--- config.mk ---
export PLATFORM = sky130hd
export DESIGN_NAME = paralelo_serial_tx_flat
export DESIGN_NICKNAME = d
export VERILOG_FILES = /design/src/rtl/paralelo_serial_tx_pkg.sv /design/src/rtl/paralelo_serial_tx_if.sv /design/src/rtl/tx_shift8.sv /design/src/rtl/paralelo_serial_tx.sv /design/src/flat_wrapper.sv
export SDC_FILE = /design/constraint.sdc
export NUM_CORES = 1
export LEC_CHECK = 0
export CAP_MARGIN = 10
export CORE_MARGIN = 3
export CORE_UTILIZATION = 40
export DETAILED_ROUTE_END_ITERATION = 12
export HOLD_SLACK_MARGIN = 0.12
export PLACE_DENSITY = 0.61
export SYNTH_ARGS = -nofsm -noshare
export SYNTH_HDL_FRONTEND = slang
export SYNTH_SLANG_ARGS = --single-unit
--- constraint.sdc ---
create_clock -name clk_32f -period 2.3 [get_ports clk_32f]
set_input_delay 0.46 -clock clk_32f [delete_from_list [all_inputs] [get_ports clk_32f]]
set_output_delay 0.46 -clock clk_32f [all_outputs]
set_load 0.01 [all_outputs]
--- src/rtl/paralelo_serial_tx_pkg.sv ---
// Shared constants and types for the PHY TX lane byte-to-serial transmitter.
package paralelo_serial_tx_pkg;

  localparam int unsigned BYTE_W    = 8;
  localparam int unsigned BIT_CNT_W = 3;

  // Comma / idle character and default number of post-reset commas.
  localparam logic [BYTE_W-1:0] IDLE_CHAR_DEF = 8'hBC;
  localparam int unsigned       N_SYNC_DEF    = 4;

  typedef enum logic {
    ST_SYNC   = 1'b0,
    ST_ACTIVE = 1'b1
  } tx_state_e;

  // Counter width able to hold n-1, never narrower than one bit.
  function automatic int unsigned cnt_width(input int unsigned n);
    return (n > 1) ? $clog2(n) : 1;
  endfunction

endpackage

--- src/rtl/paralelo_serial_tx_if.sv ---
// Byte source handshake into the transmitter holding buffer.
interface paralelo_serial_tx_if;
  import paralelo_serial_tx_pkg::*;

  logic [BYTE_W-1:0] data_in;
  logic              valid_in;
  logic              ready_out;

  modport master (output data_in, output valid_in, input ready_out);
  modport slave  (input data_in, input valid_in, output ready_out);

endinterface

--- src/rtl/tx_shift8.sv ---
// Bit counter, load-edge generation and MSB-first shift register.
module tx_shift8
  import paralelo_serial_tx_pkg::*;
(
  input  logic              clk,
  input  logic              rst_n,
  input  logic [BYTE_W-1:0] load_data,
  output logic              load_c,
  output logic              data_out,
  output logic              byte_strobe
);

  logic [BIT_CNT_W-1:0] bit_cnt_q, bit_cnt_d;
  logic [BYTE_W-1:0]    sh_q, sh_d;
  logic                 strobe_q, strobe_d;

  // Load on the wrap edge, otherwise shift left filling with zero.
  always_comb begin
    load_c    = (bit_cnt_q == BIT_CNT_W'(7));
    bit_cnt_d = bit_cnt_q + BIT_CNT_W'(1);
    sh_d      = {sh_q[BYTE_W-2:0], 1'b0};
    strobe_d  = 1'b0;
    if (load_c) begin
      sh_d     = load_data;
      strobe_d = 1'b1;
    end
  end

  // Serializer state registers.
  always_ff @(posedge clk or negedge rst_n) begin
    if (!rst_n) begin
      bit_cnt_q <= '0;
      sh_q      <= '0;
      strobe_q  <= 1'b0;
    end else begin
      bit_cnt_q <= bit_cnt_d;
      sh_q      <= sh_d;
      strobe_q  <= strobe_d;
    end
  end

  assign data_out    = sh_q[BYTE_W-1];
  assign byte_strobe = strobe_q;

endmodule

--- src/rtl/paralelo_serial_tx.sv ---
// Byte-to-serial TX lane: post-reset comma sync, holding buffer, idle fill.
module paralelo_serial_tx
  import paralelo_serial_tx_pkg::*;
#(
  parameter logic [BYTE_W-1:0] IDLE_CHAR = IDLE_CHAR_DEF,
  parameter int unsigned       N_SYNC    = N_SYNC_DEF
) (
  input  logic                      clk_32f,
  input  logic                      reset_L,
  paralelo_serial_tx_if.slave       bus,
  output logic                      data_out,
  output logic                      byte_strobe,
  output logic                      sync_done
);

  localparam int unsigned             SYNC_CNT_W = cnt_width(N_SYNC);
  localparam logic [SYNC_CNT_W-1:0]   SYNC_LAST  = SYNC_CNT_W'(N_SYNC - 1);

  tx_state_e               state_q, state_d;
  logic [SYNC_CNT_W-1:0]   sync_cnt_q, sync_cnt_d;
  logic                    hold_full_q, hold_full_d;
  logic [BYTE_W-1:0]       hold_data_q, hold_data_d;
  logic [BYTE_W-1:0]       next_char_c;
  logic                    load_c;
  logic                    accept_c;
  logic                    drain_c;

  // Next state, sync counting, holding buffer and next-character selection.
  always_comb begin
    state_d     = state_q;
    sync_cnt_d  = sync_cnt_q;
    hold_full_d = hold_full_q;
    hold_data_d = hold_data_q;
    next_char_c = IDLE_CHAR;
    drain_c     = 1'b0;
    accept_c    = bus.valid_in && !hold_full_q;

    case (state_q)
      ST_SYNC: begin
        if (load_c) begin
          if (sync_cnt_q == SYNC_LAST) begin
            state_d = ST_ACTIVE;
          end else begin
            sync_cnt_d = sync_cnt_q + SYNC_CNT_W'(1);
          end
        end
      end
      ST_ACTIVE: begin
        if (hold_full_q) begin
          next_char_c = hold_data_q;
          drain_c     = load_c;
        end
      end
      default: begin
        state_d = ST_SYNC;
      end
    endcase

    // Accept only when empty, drain only when full: never both in one cycle.
    if (accept_c) begin
      hold_full_d = 1'b1;
      hold_data_d = bus.data_in;
    end else if (drain_c) begin
      hold_full_d = 1'b0;
    end
  end

  // Control and holding buffer registers.
  always_ff @(posedge clk_32f or negedge reset_L) begin
    if (!reset_L) begin
      state_q     <= ST_SYNC;
      sync_cnt_q  <= '0;
      hold_full_q <= 1'b0;
      hold_data_q <= '0;
    end else begin
      state_q     <= state_d;
      sync_cnt_q  <= sync_cnt_d;
      hold_full_q <= hold_full_d;
      hold_data_q <= hold_data_d;
    end
  end

  tx_shift8 u_shift (
    .clk         (clk_32f),
    .rst_n       (reset_L),
    .load_data   (next_char_c),
    .load_c      (load_c),
    .data_out    (data_out),
    .byte_strobe (byte_strobe)
  );

  assign bus.ready_out = !hold_full_q;
  assign sync_done     = (state_q == ST_ACTIVE);

endmodule

--- src/flat_wrapper.sv ---
// flat-port wrapper written by rule: the top's interface ports become plain ports
module paralelo_serial_tx_flat import paralelo_serial_tx_pkg::*;
#(
  parameter logic [BYTE_W-1:0] IDLE_CHAR = IDLE_CHAR_DEF,
  parameter int unsigned       N_SYNC    = N_SYNC_DEF
)
  (clk_32f, reset_L, data_out, byte_strobe, sync_done, bus_data_in, bus_valid_in, bus_ready_out);
  paralelo_serial_tx_if bus_i ();
  input  logic clk_32f;
  input  logic reset_L;
  output logic data_out;
  output logic byte_strobe;
  output logic sync_done;
  input wire logic [$bits(bus_i.data_in)-1:0] bus_data_in;
  input wire logic [$bits(bus_i.valid_in)-1:0] bus_valid_in;
  output wire logic [$bits(bus_i.ready_out)-1:0] bus_ready_out;
  assign bus_i.data_in = bus_data_in;
  assign bus_i.valid_in = bus_valid_in;
  assign bus_ready_out = bus_i.ready_out;
  paralelo_serial_tx #(.IDLE_CHAR(IDLE_CHAR), .N_SYNC(N_SYNC)) u_core (.clk_32f(clk_32f), .reset_L(reset_L), .bus(bus_i), .data_out(data_out), .byte_strobe(byte_strobe), .sync_done(sync_done));
endmodule
==> key figures, run 1 <==
Critical path
  – Crit Path Class: reg -> out
  – WP data required: 1.84 ns
  – Setup crit end kind: primary output
  – Reg-to-Reg Start: u_core.u_shift.bit_cnt_q[0]
  – Top Family by Delay on Critical Path: buffers and inverters
  – Crit path buffers/inverters: 2
  – RR Endpoint: u_core.sync_cnt_q[1]
  – Max Fanout on Critical Path: 7
  – Worst path cell trace: inv_1, clkdlybuf4s50_1
  – Reg-to-reg setup timing slack: 0.81 ns
  – Largest stage delay on the critical path: 0.53 ns
  – WP data arrival: 1.38 ns
  – Register-to-Register Path Depth: 4
  – Setup crit start kind: flop
  – Critical Path Slowest Stage Cell: clkdlybuf4s50_1

Place
  – Dpl cell area: 0.00113 mm^2
  – DP HPWL: 1.15 mm
  – Setup WS pre-CTS: 0.372 ns
  – GP Congestion: 0.695
  – Dpl cells: 111
  – IO buf count: 14

GRT
  – Vias in the first global route: 528
  – Gr usage total: 0.127
  – Initial antenna violation count: 0
  – First-pass GRT wire length: 2.63 mm
  – GRT overflow: 0
  – Largest net degree at the start of global routing: 25

Synth
  – Top cell type's share of synthesized area: 0.623
  – Ranking of synthesized cells by area: dfrtp_1 (62%), mux2_4 (12%), ha_1 (5.2%)
  – Leading area contributor after synthesis: dfrtp_1
  – Sequential area share after synthesis: 0.623
  – Gate Count Post-Synth: 70
  – Seq cells post-synth: 24
  – Yosys Warn Count: 0
  – Syn Std Cell Area: 965 um^2
  – Synthesized area per cell: 13.8 um^2
  – Synth cell types: 17
  – Syn Nets: 85

Timing
  – Pins Over Slew Limit: 0
  – Final Hold Fails: 0
  – Fin crit share: 0.802
  – Worst-margin pin slew: 0.552 ns
  – F_max: 0.542 GHz
  – Setup Viol. Count Final: 0
  – Final hold slack: 0.447 ns
  – RSZ-0062 raised after global routing: false
  – Setup TNS: 0 ns
  – Minimum clock period: 1.84 ns
  – Final setup skew: 0.00512 ns
  – Relative max-transition margin: 0.630
  – Post-route setup slack: 0.456 ns

Die
  – Chip height: 55.1 um
  – DIE WIDTH: 55.1 um
  – Die footprint: 0.00304 mm^2
  – IO Pins: 15
  – Core box area: 0.00225 mm^2
  – Effective utilization at floorplan: 0.428
  – Num rows: 17

Pwr
  – Total Power: 0.740 mW
  – P_int: 0.578 mW
  – Combinational power share: 0.126
  – Pwr Density: 641 mW/mm^2
  – Flop pwr share: 0.644
  – Clock power share: 0.230
  – Sw Pwr: 0.161 mW
  – Worst VDD drop: 0.363 mV
  – Leakage: 0.541 nW
  – Sw frac: 0.218

Clock network
  – CTS tree: done
  – Cts hold-fix bufs: 0
  – Post-cts sizing count: 0
  – CTS Root Cell: clkbuf_4
  – H-tree depth: 1
  – CTS sink count: 24
  – Clk_lat worst skew: 0.30 ns
  – Clk slew on worst S/H paths: 0.11 ns
  – CTS Buf Count: 3
  – Postcts setup bufs: 0
  – Clock tree buffer depth: 2

Routing
  – Total number of vias: 546
  – First-iteration detailed-routing DRC count: 3
  – Post-route ant nets: 0
  – Per-cell routed wire length: 13.4 um
  – Residual DRC count: 0
  – Drt first pass iters: 4
  – Vias per cell: 4.79
  – Routed wire length: 1.53 mm

Finish
  – Commonest non-fill, non-tap cell in the layout: dfrtp_1
  – Layout cells sized above 1: 0.174
  – NumNets Final: 103
  – ANT cells: 0
  – Most frequent cells in the layout: dfrtp_1 (24), clkdlybuf4s50_1 (14), inv_1 (9)
  – Area Overhead vs Synth: 19.6%
  – Non-Filler Instances: 114
  – Final Cell Area: 0.00115 mm^2
  – Post-layout util: 0.512

Hold path
  – Hold endpoint: u_core.u_shift.bit_cnt_q[0]
  – Hold path depth: 1
  – Hold crit path type: reg -> reg
  – HP Start: u_core.u_shift.bit_cnt_q[0]

Run status
  – Status: finished clean

Run
  – Max_cap viols: 0
-- metal layers --
layer | vias up | GRT usage | part of all wire
met1 | 267 | 0.176 | 0.49
li1 | 267 | - | -
met2 | 10 | 0.191 | 0.46
met4 | 0 | 0.0729 | 0.017
met3 | 2 | 0.0161 | 0.034
met5 | - | 0 | 0
-- worst reg2reg max path: stages, from the launching register on --
cell,delay (ns)
dfrtp_1,0.38
ha_1,0.18
ha_1,0.21
nor3b_2,0.26
mux2_2,0.36
-- layout make-up --
cell class	instances	area (um^2)
Fill cell	221	1100
Clock buffer	3	22.5
Timing Repair Buffer	15	148
Inverter	9	33.8
Sequential cell	24	601
Tap cell	28	35.0
Multi-Input combinational cell	35	314
-- synth_stat cells --
cell and instances:
inv_1 9, o21ai_0 2, a31oi_1 6, nand4_1 2, and2_0 1, nor2_1 6
a21o_1 1, nor2b_2 1, mux2_4 8, xor2_1 1, nor3b_2 1, and3_1 1
buf_2 1, dfrtp_1 24, ha_1 4, buf_6 1, mux2_2 1
-- how the worst max path moves through the flow --
stage,end,from,cells after the start,slack [ns]
6_report,bus_ready_out,u_core.hold_full_q,2,0.46
3_5_place_dp,u_core.hold_data_q[1],bus_valid_in,3,0.37
3_3_place_gp,u_core.hold_data_q[3],bus_valid_in,3,0.44
2_1_floorplan,u_core.sync_cnt_q[1],u_core.u_shift.bit_cnt_q[0],4,0.96
5_1_grt,bus_ready_out,u_core.hold_full_q,2,0.37
4_1_cts,bus_ready_out,u_core.hold_full_q,2,0.43
-- sequential cells by signal, summed over array words and instances (netlist names) --
name / flops
u_core.u_shift.sh_q: 8
u_core.sync_done: 1
u_core.sync_cnt_q: 2
u_core.hold_data_q: 8
u_core.u_shift.bit_cnt_q: 3
u_core.u_shift.byte_strobe: 1
u_core.hold_full_q: 1
-- power by group through the flow --
stage	clock, mW	sequential [mW]	combinational [mW]
floorplan	0	0.480	0.0548
global placement	0	0.484	0.0924
detailed placement	0	0.485	0.0948
CTS	0.177	0.477	0.0949
global route	0.198	0.481	0.104
finish	0.170	0.476	0.0932
-- logic make-up (layout without fill, tap and decap cells) --
group                      after synthesis  after routing  synth area share
AOI/OAI and AO/OA                        9              9            0.0571
DFF                                     24             24             0.623
xor gates and xnor gates                 1              1           0.00908
buffers and inverters                   11             27            0.0519
and+or+nand+nor                         12             12            0.0713
adders and majority gates                4              4            0.0519
muxes                                    9              9             0.136
(Power assumes the default switching activity.)
==> inputs of run 2 (changes only) <==
clock period = 1.9 ns   (was 2.3 ns; I/O delays follow)
==> run 2 against run 1 <==
  * Global-route usage is 2.0 points lower
  * Sequential share of layout area fell by 0.34 points
  * Design area is 0.65% higher
  * Count of clock-buffer cells in the layout unchanged
  * Total power up 21%
  * Hold slack lost 0.023 ns
  * Non-clock buffer count increased by 1
  * Critical endpoint unchanged
  * Largest power group unchanged
  * Highest routed layer unchanged
==> key figures, run 2 (synthesis gave the netlist of run 1 again) <==
Run status
  – Status: finished clean

Clock network
  – CTS Buf Count: 3 (unchanged)
  – CTS sink count: 24 (unchanged)
  – Postcts setup bufs: 0 (unchanged)
  – CTS tree: done
  – Post-cts sizing count: 0 (unchanged)
  – Clock tree buffer depth: 2 (unchanged)
  – Clk_lat worst skew: 0.29 ns (about the same)
  – Cts hold-fix bufs: 0 (unchanged)
  – CTS Root Cell: clkbuf_4
  – Clk slew on worst S/H paths: 0.12 ns (about the same)
  – H-tree depth: 1 (unchanged)

Critical path
  – Crit path capture: bus_ready_out
  – Worst path cell trace: inv_1, clkdlybuf4s50_1
  – Critical Path Slowest Stage Cell: clkdlybuf4s50_1
  – Crit Path Class: reg -> out
  – WP data required: 1.52 ns (-0.32 ns)
  – Setup crit start kind: flop
  – Crit path launch: u_core.hold_full_q
  – Reg-to-Reg Start: u_core.u_shift.bit_cnt_q[0]
  – Register-to-Register Path Depth: 4 (unchanged)
  – Setup crit end kind: primary output
  – Largest stage delay on the critical path: 0.53 ns (about the same)
  – RR Endpoint: u_core.sync_cnt_q[1]
  – WP data arrival: 1.37 ns (about the same)
  – Reg-to-reg setup timing slack: 0.44 ns (-0.37 ns)
  – Max Fanout on Critical Path: 7 (unchanged)

Place
  – GP Congestion: 0.728 (+4.7%)
  – Setup WS pre-CTS: 0.272 ns (-0.100 ns)
  – Dpl cell area: 0.00114 mm^2 (+0.66%)
  – IO buf count: 14 (unchanged)
  – DP HPWL: 1.01 mm (-12%)
  – Dpl cells: 112 (+0.90%)

Finish
  – Area Overhead vs Synth: 20.4%
  – Commonest non-fill, non-tap cell in the layout: dfrtp_1
  – ANT cells: 0 (unchanged)
  – Final Cell Area: 0.00116 mm^2 (+0.65%)
  – Most frequent cells in the layout: dfrtp_1 (24), clkdlybuf4s50_1 (14), inv_1 (9)
  – Layout cells sized above 1: 0.184 (+0.00949)
  – Regs by FF count: u_core.hold_data_q: 8 flops, u_core.u_shift.sh_q: 8 flops, u_core.u_shift.bit_cnt_q: 3 flops
  – NumNets Final: 104 (+0.97%)
  – Non-Filler Instances: 115 (+0.88%)
  – Post-layout util: 0.515 (+0.00333)
  – Layout fillers: 218 (-1.4%)

Hold path
  – Hold crit path type: in -> async

Pwr
  – Worst VDD drop: 0.390 mV (+7.3%)
  – Pwr Density: 771 mW/mm^2 (+20%)
  – Combinational power share: 0.126 (about the same)
  – Clock power share: 0.229 (about the same)
  – Total Power: 0.895 mW (+21%)
  – Sw Pwr: 0.194 mW (+20%)
  – P_int: 0.701 mW (+21%)
  – Leakage: 0.546 nW (+0.95%)
  – Sw frac: 0.216 (-0.00183)
  – Flop pwr share: 0.645 (about the same)

Timing
  – Pins Over Slew Limit: 0 (unchanged)
  – Final setup skew: 0.00330 ns (-0.00183 ns)
  – Setup TNS: 0 ns (unchanged)
  – Setup Viol. Count Final: 0 (unchanged)
  – Worst-margin pin slew: 0.438 ns (-0.114 ns)
  – RSZ-0062 raised after global routing: false
  – Relative max-transition margin: 0.708 (+0.0779)
  – F_max: 0.572 GHz
  – Post-route setup slack: 0.152 ns (-0.303 ns)
  – Final hold slack: 0.424 ns (-0.0233 ns)
  – Minimum clock period: 1.75 ns
  – Final Hold Fails: 0 (unchanged)
  – Fin crit share: 0.920

Run
  – Max_cap viols: 0 (unchanged)

Die
  – Die footprint: 0.00304 mm^2 (unchanged)
  – Effective utilization at floorplan: 0.428 (unchanged)
  – Chip height: 55.1 um (unchanged)
  – Num rows: 17 (unchanged)
  – IO Pins: 15 (unchanged)
  – DIE WIDTH: 55.1 um (unchanged)
  – Core box area: 0.00225 mm^2 (unchanged)

Routing
  – First-iteration detailed-routing DRC count: 3 (unchanged)
  – Per-cell routed wire length: 11.4 um (-15%)
  – Total number of vias: 552 (+1.1%)
  – Vias per cell: 4.80 (+0.22%)
  – Routed wire length: 1.31 mm (-15%)
  – Drt first pass iters: 2 (-2)
  – Post-route ant nets: 0 (unchanged)
  – Residual DRC count: 0 (unchanged)

GRT
  – Initial antenna violation count: 0 (unchanged)
  – First-pass GRT wire length: 2.25 mm (-14%)
  – Largest net degree at the start of global routing: 25 (unchanged)
  – Gr usage total: 0.107 (-0.0200)
  – Vias in the first global route: 507 (-4.0%)
  – GRT overflow: 0 (unchanged)
run 2: cell types whose count changed in the layout (fill, tap and decap cells not counted):
cell / before / now
buf_4: 1 / 2
run 2: cell type report:
type | instances | area (um^2) | share of cell area
Sequential cell | 24 | 601 | 0.517
Multi-Input combinational cell | 35 | 314 | 0.270
Timing Repair Buffer | 16 | 155 | 0.134
Tap cell | 28 | 35.0 | 0.0302
Inverter | 9 | 33.8 | 0.0291
Clock buffer | 3 | 22.5 | 0.0194
run 2: power by group through the flow:
stage | logic [mW] | clock network (mW) | registers (mW)
finish | 0.113 | 0.205 | 0.577
global route | 0.125 | 0.241 | 0.582
global placement | 0.112 | 0 | 0.586
floorplan | 0.0664 | 0 | 0.581
CTS | 0.114 | 0.214 | 0.578
detailed placement | 0.114 | 0 | 0.588
run 2: metal layers:
layer	track usage	vias to the layer above	share of wire
met3	0.0161	2	0.038
li1	-	271	-
met2	0.148	10	0.46
met1	0.159	269	0.49
met5	0	-	0
met4	0.0607	0	0.017
run 2: how the worst min path moves through the flow:
| stage | startpoint | end | slack, ns |
|---|---|---|---|
| 6_report | reset_L | u_core.u_shift.sh_q[3] | 0.42 |
| 5_1_grt | reset_L | u_core.u_shift.sh_q[3] | 0.43 |
| 4_1_cts | reset_L | u_core.u_shift.sh_q[3] | 0.42 |
| 3_3_place_gp | u_core.u_shift.bit_cnt_q[0] | u_core.u_shift.bit_cnt_q[0] | 0.41 |
| 2_1_floorplan | reset_L | u_core.hold_data_q[0] | 0.08 |
| 3_5_place_dp | u_core.u_shift.bit_cnt_q[0] | u_core.u_shift.bit_cnt_q[0] | 0.42 |
run 2: critical path, delay by kind of cell (launching register included):
family / cells / cell delay, ns
buffers and inverters: 2 / 0.61
DFF: 1 / 0.47
==> inputs of run 3 (changes only) <==
CTS_BUF_LIST = sky130_fd_sc_hd__clkbuf_4 sky130_fd_sc_hd__clkbuf_8   (was not set)
==> results of run 3 <==
Same layout as run 2: the final DEF is identical, and so are final timing and power.
